## config.mk

```make
export PLATFORM = sky130hd
export DESIGN_NAME = dma_ch_reg_slave
export DESIGN_NICKNAME = d
export VERILOG_FILES = /design/src/rtl/dma_ch_reg_slave.sv
export SDC_FILE = /design/constraint.sdc
export NUM_CORES = 1
export LEC_CHECK = 0
export ABC_AREA = 1
export CAP_MARGIN = 20
export CORE_MARGIN = 5
export CORE_UTILIZATION = 55
export CTS_CLUSTER_DIAMETER = 80
export DETAILED_ROUTE_END_ITERATION = 12
export PLACE_DENSITY_LB_ADDON = 0.3
export SETUP_SLACK_MARGIN = 0.5
export SYNTH_ARGS = -nofsm -noshare
export SYNTH_HDL_FRONTEND = slang
export SYNTH_SLANG_ARGS = --single-unit
```

## constraint.sdc

```tcl
create_clock -name clk -period 1.9 [get_ports clk]
set_input_delay 0.38 -clock clk [delete_from_list [all_inputs] [get_ports clk]]
set_output_delay 0.38 -clock clk [all_outputs]
set_load 0.02 [all_outputs]
```

## src/rtl/dma_ch_reg_slave.sv

```systemverilog
// dma_ch_reg_slave
//   Multi-channel DMA register slave. Each channel has SRC/DST/LEN/CTRL
//   registers and a transfer countdown. Every access is accepted with no
//   backpressure. Reads, and any access that errors, return a response
//   {rvalid, err, rdata} RD_LAT cycles after the accepting edge.
//
//   Register map (channel c base = c*0x10, addr[1:0] ignored):
//     +0x0 SRC  RW32
//     +0x4 DST  RW32
//     +0x8 LEN  RW[15:0]
//     +0xC CTRL b0 START (write 1 to start, reads 0), b1 BUSY (RO),
//               b2 DONE (write 1 to clear), b3 IE (RW), b31:16 REMAIN (RO)
//
//   Channel state | meaning
//   --------------+-----------------------------------------------------
//   ST_IDLE       | no transfer; REMAIN is 0; START with LEN!=0 enters RUN
//   ST_RUN        | busy; REMAIN counts down, DONE is set on the 1->0 step
//
// Ports
//   clk            single clock, posedge
//   reset          asynchronous, active-low
//   addr/wr_en/valid/wdata   bus request
//   rdata/rvalid/err         delayed response
//   busy[NUM_CH]   per-channel transfer active
//   irq[NUM_CH]    per-channel DONE & IE (level)
module dma_ch_reg_slave #(
  parameter int ADDR_W = 32,
  parameter int DATA_W = 32,
  parameter int NUM_CH = 4,
  parameter int RD_LAT = 1
) (
  input  logic              clk,
  input  logic              reset,
  input  logic [ADDR_W-1:0] addr,
  input  logic              wr_en,
  input  logic              valid,
  input  logic [DATA_W-1:0] wdata,
  output logic [DATA_W-1:0] rdata,
  output logic              rvalid,
  output logic              err,
  output logic [NUM_CH-1:0] busy,
  output logic [NUM_CH-1:0] irq
);

  typedef enum logic {
    ST_IDLE = 1'b0,
    ST_RUN  = 1'b1
  } ch_state_t;

  localparam logic [ADDR_W-1:0] ADDR_LIMIT = ADDR_W'(NUM_CH * 16);
  localparam logic [1:0] OFF_SRC  = 2'd0;
  localparam logic [1:0] OFF_DST  = 2'd1;
  localparam logic [1:0] OFF_LEN  = 2'd2;
  localparam logic [1:0] OFF_CTRL = 2'd3;

  ch_state_t   r_state  [NUM_CH];
  logic [31:0] r_src    [NUM_CH];
  logic [31:0] r_dst    [NUM_CH];
  logic [15:0] r_len    [NUM_CH];
  logic [15:0] r_remain [NUM_CH];
  logic        r_done   [NUM_CH];
  logic        r_ie     [NUM_CH];

  logic              r_pv [RD_LAT];
  logic              r_pe [RD_LAT];
  logic [DATA_W-1:0] r_pd [RD_LAT];

  logic              w_in_range;
  logic [3:0]        w_ch;
  logic [1:0]        w_off;
  logic              w_sel_busy;
  logic [31:0]       w_sel_rd;
  logic              w_bad;
  logic              w_wr_ok;
  logic              w_rd;
  logic [DATA_W-1:0] w_rd_resp;
  logic              w_unused;

  assign w_in_range = (addr < ADDR_LIMIT);
  assign w_ch       = addr[7:4];
  assign w_off      = addr[3:2];
  // Byte-lane bits and data bits above the 32-bit registers carry no meaning.
  assign w_unused   = ^{addr[1:0], wdata};

  always_comb begin
    w_sel_busy = 1'b0;
    w_sel_rd   = '0;
    for (int c = 0; c < NUM_CH; c++) begin
      if (w_ch == 4'(c)) begin
        w_sel_busy = (r_state[c] == ST_RUN);
        case (w_off)
          OFF_SRC: w_sel_rd = r_src[c];
          OFF_DST: w_sel_rd = r_dst[c];
          OFF_LEN: w_sel_rd = {16'h0, r_len[c]};
          default: w_sel_rd = {((r_state[c] == ST_RUN) ? r_remain[c] : 16'h0), 12'h0,
                               r_ie[c], r_done[c], (r_state[c] == ST_RUN), 1'b0};
        endcase
      end
    end
  end

  // A busy channel only locks its SRC/DST/LEN; CTRL stays writable so IE and
  // DONE can be managed mid-transfer.
  assign w_bad     = valid & (~w_in_range | (wr_en & (w_off != OFF_CTRL) & w_sel_busy));
  assign w_wr_ok   = valid & wr_en & ~w_bad;
  assign w_rd      = valid & ~wr_en;
  assign w_rd_resp = (w_rd & ~w_bad) ? DATA_W'(w_sel_rd) : '0;

  always_ff @(posedge clk or negedge reset) begin
    if (!reset) begin
      for (int c = 0; c < NUM_CH; c++) begin
        r_state[c]  <= ST_IDLE;
        r_src[c]    <= '0;
        r_dst[c]    <= '0;
        r_len[c]    <= '0;
        r_remain[c] <= '0;
        r_done[c]   <= 1'b0;
        r_ie[c]     <= 1'b0;
      end
    end else begin
      for (int c = 0; c < NUM_CH; c++) begin
        if (w_wr_ok && (w_ch == 4'(c))) begin
          case (w_off)
            OFF_SRC: r_src[c] <= wdata[31:0];
            OFF_DST: r_dst[c] <= wdata[31:0];
            OFF_LEN: r_len[c] <= wdata[15:0];
            default: begin
              r_ie[c] <= wdata[3];
              if (wdata[2]) begin
                r_done[c] <= 1'b0;
              end
              if (wdata[0] && (r_state[c] == ST_IDLE)) begin
                if (r_len[c] != 16'h0) begin
                  r_state[c]  <= ST_RUN;
                  r_remain[c] <= r_len[c];
                end else begin
                  r_done[c] <= 1'b1;
                end
              end
            end
          endcase
        end
        // Placed after the CTRL write so a completion overrides a same-cycle
        // DONE clear.
        if (r_state[c] == ST_RUN) begin
          r_remain[c] <= r_remain[c] - 16'd1;
          if (r_remain[c] == 16'd1) begin
            r_state[c] <= ST_IDLE;
            r_done[c]  <= 1'b1;
          end
        end
      end
    end
  end

  // Response pipe: stage 0 captures at the accepting edge, the last stage
  // drives the outputs. Non-read, non-error cycles load zeros, so rdata is 0
  // whenever rvalid is low.
  always_ff @(posedge clk or negedge reset) begin
    if (!reset) begin
      for (int i = 0; i < RD_LAT; i++) begin
        r_pv[i] <= 1'b0;
        r_pe[i] <= 1'b0;
        r_pd[i] <= '0;
      end
    end else begin
      r_pv[0] <= w_rd;
      r_pe[0] <= w_bad;
      r_pd[0] <= w_rd_resp;
      for (int i = 1; i < RD_LAT; i++) begin
        r_pv[i] <= r_pv[i-1];
        r_pe[i] <= r_pe[i-1];
        r_pd[i] <= r_pd[i-1];
      end
    end
  end

  assign rvalid = r_pv[RD_LAT-1];
  assign err    = r_pe[RD_LAT-1];
  assign rdata  = r_pd[RD_LAT-1];

  always_comb begin
    busy = '0;
    irq  = '0;
    for (int c = 0; c < NUM_CH; c++) begin
      busy[c] = (r_state[c] == ST_RUN);
      irq[c]  = r_done[c] & r_ie[c];
    end
  end

endmodule

```

======== Word-level counts from Yosys, hierarchy flattened ========
Index checks and enable logic that the tools add are counted.
storage, ports and cells
  bits in registers ....................... 430
  bits in latches ......................... 0
  bits in writable memories ............... 0
  ROM bits ................................ 0
  bits of input ports ..................... 68
  output and inout port bits .............. 42
  logic and storage cells ................. 206
  memories kept ........................... 0
operators by class
  $add $sub $neg .......................... 4
  $mul .................................... 0
  div/mod/pow operators ................... 0
  order comparisons ....................... 1
  equal/unequal tests ..................... 14
  shifts and indexed selects .............. 0
  muxes and demuxes ....................... 89
  bitwise logic cells ..................... 20
  reductions and logical operators ........ 47
operators by type and width
  kind                                                                     count
  16-bit two-way mux                                                       24
  32-bit case mux with 3 select lines                                      4
  32-bit two-way mux                                                       5
  16-bit by 1-bit == test with 1-bit output, second input constant         4
  16-bit nonzero test                                                      4
  16-bit by 1-bit subtractor with 16-bit output, second input constant     4
  1-bit two-way mux                                                        56
  32-bit by 7-bit < comparator with 1-bit output, second input constant    1
  2-bit AND reduction                                                      16
  2-bit nonzero test                                                       12
  4-bit AND reduction                                                      4
  1-bit bitwise AND                                                        11
  4-bit by 2-bit == test with 1-bit output, second input constant          2
  1-bit logical AND                                                        8
  2-bit by 1-bit inequality test with 1-bit output, second input constant  4
  1-bit NOT                                                                8
  4-bit by 1-bit == test with 1-bit output, second input constant          1
  4-bit logical NOT                                                        1
  3-bit OR reduction                                                       1
  2-bit by 1-bit == test with 1-bit output, second input constant          1
  2-bit == test, second input constant                                     1
  2-bit logical NOT                                                        1
  2-bit inequality test, second input constant                             1
  1-bit bitwise OR                                                         1

======== Logic depth before layout (Yosys ltp) ========
  depth after elaboration ................. 14
  gate-level depth with buffers ........... 15
  gate-level depth less buffers ........... 12

======== Worst setup path after synthesis ========
OpenSTA, ideal clock, no wires.
  kind .................................... register -> register
  start point ............................. reg r_state, in the netlist busy[1]
  end point ............................... reg r_len[54] (netlist name)
  data arrival time ....................... 1.854 ns
  data required time ...................... 1.771 ns
  setup slack ............................. -0.083 ns
  cell stages (with the launch flop) ...... 12
  period minus slack after synthesis ...... 1.983 ns
  cell sequence ........................... dfrtp_1 clkbuf_1 nand3_1 nand3_1 nand2_4 nand2_4 nor2_8 buf_12 nand3_4 buf_4 nand2_1 o21ai_2
on the way
  longest elaborated chain between the ends .. 10
ends and longest elaborated chain
  item                             line  source
  start, declared                  56    ch_state_t r_state [NUM_CH];
  start signal, assigned by index  112   r_state[c] <= ST_IDLE;
  start signal, assigned by index  134   r_state[c] <= ST_RUN;
  start signal, assigned by index  148   r_state[c] <= ST_IDLE;
  1-bit two-way mux (3 in series)  89    if (w_ch == 4'(c)) begin
  1-bit bitwise AND                104   assign w_bad = valid & (~w_in_range | (wr_en & (w_off != OFF_CTRL) & w_sel_busy));
  1-bit bitwise OR                 104
  1-bit bitwise AND                104
  1-bit NOT                        105   assign w_wr_ok = valid & wr_en & ~w_bad;
  1-bit bitwise AND                105
  1-bit logical AND                122   if (w_wr_ok && (w_ch == 4'(c))) begin
  2-bit AND reduction (no line)    n/a
  end signal, assigned by index    126   OFF_LEN: r_len[c] <= wdata[15:0];
  end, declared                    59    logic [15:0] r_len [NUM_CH];
No other way between the ends.
A chain may end at the register's enable or synchronous reset.

======== Final worst setup path ========
  start point ............................. in addr[15]
  end point ............................... reg r_src[114] (netlist name)
on the way
  longest elaborated chain between the ends .. 8
ends and longest elaborated chain
  item                                            line  source
  start, declared                                 34    input logic [ADDR_W-1:0] addr,
  32-bit by 7-bit < comparator with 1-bit output  79    assign w_in_range = (addr < ADDR_LIMIT);
  1-bit NOT                                       104
  1-bit bitwise OR                                104
  1-bit bitwise AND                               104
  1-bit NOT                                       105
  1-bit bitwise AND                               105
  1-bit logical AND                               122
  2-bit AND reduction (no line)                   n/a
  end signal, assigned by index                   124   OFF_SRC: r_src[c] <= wdata[31:0];
  end, declared                                   57    logic [31:0] r_src [NUM_CH];
No other way between the ends.

==> flow_summary.yaml <==
run_status:
  status: "finished clean"
global_routing:
  grt-ovfl-total: 0
  grt_pass1_vias: 20933
  antenna_found_initial: 4
  grt_pass1_wl_mm: 122
  grt_max_degree: 75
  grt.total_usage_pct: 35.1
setup_path:
  crit_type: "in2reg"
  critPathLaunchType: "input pin"
  reg2reg_from: "busy[3]$_DFF_PN0_"
  rr_worst_depth: 13
  reg2reg_slack_ns: 0.04
  crit_fanout: 6
  arrival_ns: 2.32
  slowest_stage: "clkdlybuf4s50_1"
  cp_slowest_stage_delay_ns: 0.41
  worstPathCellList: "clkdlybuf4s50_1 -> nor2_1 -> nand2_1 -> nor2_4 -> nand2_2 -> nor2_4 -> nand2_4 -> nor2_8 -> buf_12 -> nand3_4 -> buf_6 -> clkbuf_16 -> nand2_2 -> o21ai_1"
  timing.rr.end: "r_src[114]$_DFFE_PN0P_"
  required_ns: 2.36
  cp-end-kind: "flip-flop"
power:
  powerDensity_nw_per_um2: 698
  pwr-share-comb_pct: 6.4
  power.leakage_nw: 13.7
  intPower_mw: 15.7
  pwr-share-clk_pct: 49.1
  p_sw_share_pct: 23.8
  switchingPower_mw: 4.90
  ir_worst_vdd_mv: 0.621
  total_power_mw: 20.6
  p_seq_share_pct: 44.5
layout:
  drive_above_1_share_pct: 24.5
  seq_area_um2: 10800
  syn2layout_area_growth_pct: 33.9
  fin_nets: 3204
  final_util_pct: 74.3
  fill_cells: 2854
  multiInputGateArea_um2: 11000
logic_synthesis:
  synth_warnings: 0
  synthCells: 2832
  seq_area_frac_synth_pct: 48.8
  synth_area_um2: 22000
  syn_avg_cell_area_um2: 7.78
  ys_ff_latch: 430
  synth-edff-count: 0
  synth_area_leaders: "dfrtp_1 (49%), nand2_1 (14%), o21ai_0 (8.3%)"
  synth_top_area_share_pct: 48.8
  ys_types: 46
  synth_ff_type: "dfrtp_1"
  synth_fp_nets: 2908
  synthArstFlopShare_pct: 100
  synth_area_leader_cell: "dfrtp_1"
floorplanning:
  die_x_um: 210
  core_area_um2: 39700
  num_rows: 73
  initial_utilization_pct: 55.5
  num_io_pins: 110
  fp.dieH_um: 210
  dieArea_um2: 44200
clock_network:
  cts_tree: "yes"
  cts_made_buffers: 47
  clk_pin_slew_ns: 0.06
  clkSinkCount: 430
  root_buffer: "clkbuf_16"
  h-tree-depth: 2
  clk_latency_ns: 0.61
  clockBufferDepth: 3
route:
  drtIter0Drc: 3050
  wirelength_mm: 82.4
  vias: 22508
  wl_per_cell_um: 22.3
  ant_nets: 0
  drc_errors: 0
  vias_per_cell: 6.09
  first_pass_iters: 6
timing:
  hold_viol_final: 0
  finalCriticalPeriod_ns: 1.86
  clock.fmax_mhz: 537
  setup_viol: 0
  final.setup_skew_ns: 0.0272
  slew_headroom_pct: 54.4
  final.period_utilization_pct: 97.9
  rsz0062_at_grt: "yes"
  slew_violations: 0
  tightest_slew_ns: 0.683
worst_hold_path:
  min_path_type: "in2async"
placed_design:
  hpwl_mm: 55.4
  port_buffers: 107
  place_congestion: 0.976
run:
  max_cap_viol_count: 0
## critical path, delay by kind of cell
kind	cells	cell delay (ns)
AOI/OAI and AO/OA	1	0.06
buffers and inverters	4	0.90
and+or+nand+nor	9	0.98
## what timing repair did
action	CTS	global route
cloned	9	16
pin swaps	10	58
hold buffers	1	0
hold endpoints to repair	38	0
gates resized for setup	292	315
endpoints found under the setup margin	471	471
buffers inserted	21	14
## cells in the final DEF, fill, tap and decap left out, types with 59 or more instances in the layout
cell type  netlist  routed
a21oi_1         97      96
buf_4            5     221
clkbuf_16        0      59
dfrtp_1        430     425
inv_1          184     174
nand2_1        842     739
nand3_1        199     118
nand3_2          0      79
nor2_1         221     201
o21ai_0        366     147
o21ai_1         41     213
o21ai_2         25      72
## worst max path at each step
| stage | startpoint | end | slack, ns |
|---|---|---|---|
| 6_report | addr[15] | r_src[114]$_DFFE_PN0P_ | 0.04 |
| 5_1_grt | busy[3]$_DFF_PN0_ | r_dst[116]$_DFFE_PN0P_ | -0.02 |
| 2_1_floorplan | addr[7] | r_remain[21]$_DFFE_PN0P_ | -0.03 |
| 4_1_cts | r_len[55]$_DFFE_PN0P_ | busy[0]$_DFF_PN0_ | 0.1 |
| 3_3_place_gp | addr[8] | r_remain[37]$_DFFE_PN0P_ | -0.69 |
| 3_5_place_dp | addr[11] | r_remain[33]$_DFFE_PN0P_ | -0.70 |
## power groups by stage
stage	Sequential [mW]	Clock (mW)	Combinational (mW)
3_3_place_gp	9.33	0	1.23
4_1_cts	9.16	10.2	1.26
6_report	9.16	10.1	1.32
2_1_floorplan	9.33	0	0.444
5_1_grt	9.15	10.5	1.40
3_5_place_dp	9.33	0	1.25
## synth_stat cells (all sizes together) (4+ instances only)
cell,n
a211oi,5
clkbuf,125
xor2,16
a21boi,4
o21ai,432
buf,58
o2111ai,19
nor3,20
a21oi,99
a22oi,6
xnor2,9
a31oi,16
nand2,846
ha,8
a221oi,8
o31ai,9
dfrtp,430
o22ai,13
nor2,227
o221ai,6
nand4,24
inv,186
nand3,215
o211ai,38
## flip-flops by register name (all words and copies together), names as in the netlist
name / cells
r_done: 4
err: 1
r_remain: 64
r_dst: 128
r_src: 128
busy: 4
r_ie: 4
rvalid: 1
rdata: 32
r_len: 64
## area by class of cell
type | count | share of cell area [%]
multi-input combinational | 2032 | 37.3
sequential | 430 | 36.5
timing repair buffer | 428 | 15.8
clock buffer | 62 | 4.55
inverter | 189 | 2.42
tap | 525 | 2.23
clock inverter | 25 | 1.22
antenna | 2 | 0.0170
## per-stage QoR
stage          hold slack [ns]  setup slack (ns)  area, um2  std cells  setup TNS (ns)
3_5_place_dp             0.282            -0.701      25700       3543         -244.04
6_report                 0.274            0.0395      29500       3693               0
5_1_grt                  0.298           -0.0169      29500       3691         -0.0900
2_1_floorplan           0.0844           -0.0344      22700       2832           -2.07
3_3_place_gp             0.280            -0.685      25700       3543         -234.11
4_1_cts                  0.256            0.0986      28100       3661               0
## kinds of logic after synthesis
family | Yosys count | share of synthesized area, %
XOR/XNOR | 25 | 0.993
AND/OR/NAND/NOR | 1339 | 25.7
AO/OA/AOI/OAI | 658 | 16.9
adder cells (fa/ha/maj) | 8 | 0.454
buffers and inverters | 372 | 7.17
flip-flops | 430 | 48.8
## per-layer routing
metal | track usage, % | part of all wire, %
met5 | 0 | 0.058
met4 | 14.9 | 4.8
met3 | 7.17 | 11
met2 | 54.4 | 45
met1 | 48.5 | 39
Note: power is estimated with default switching activity, not from simulation.
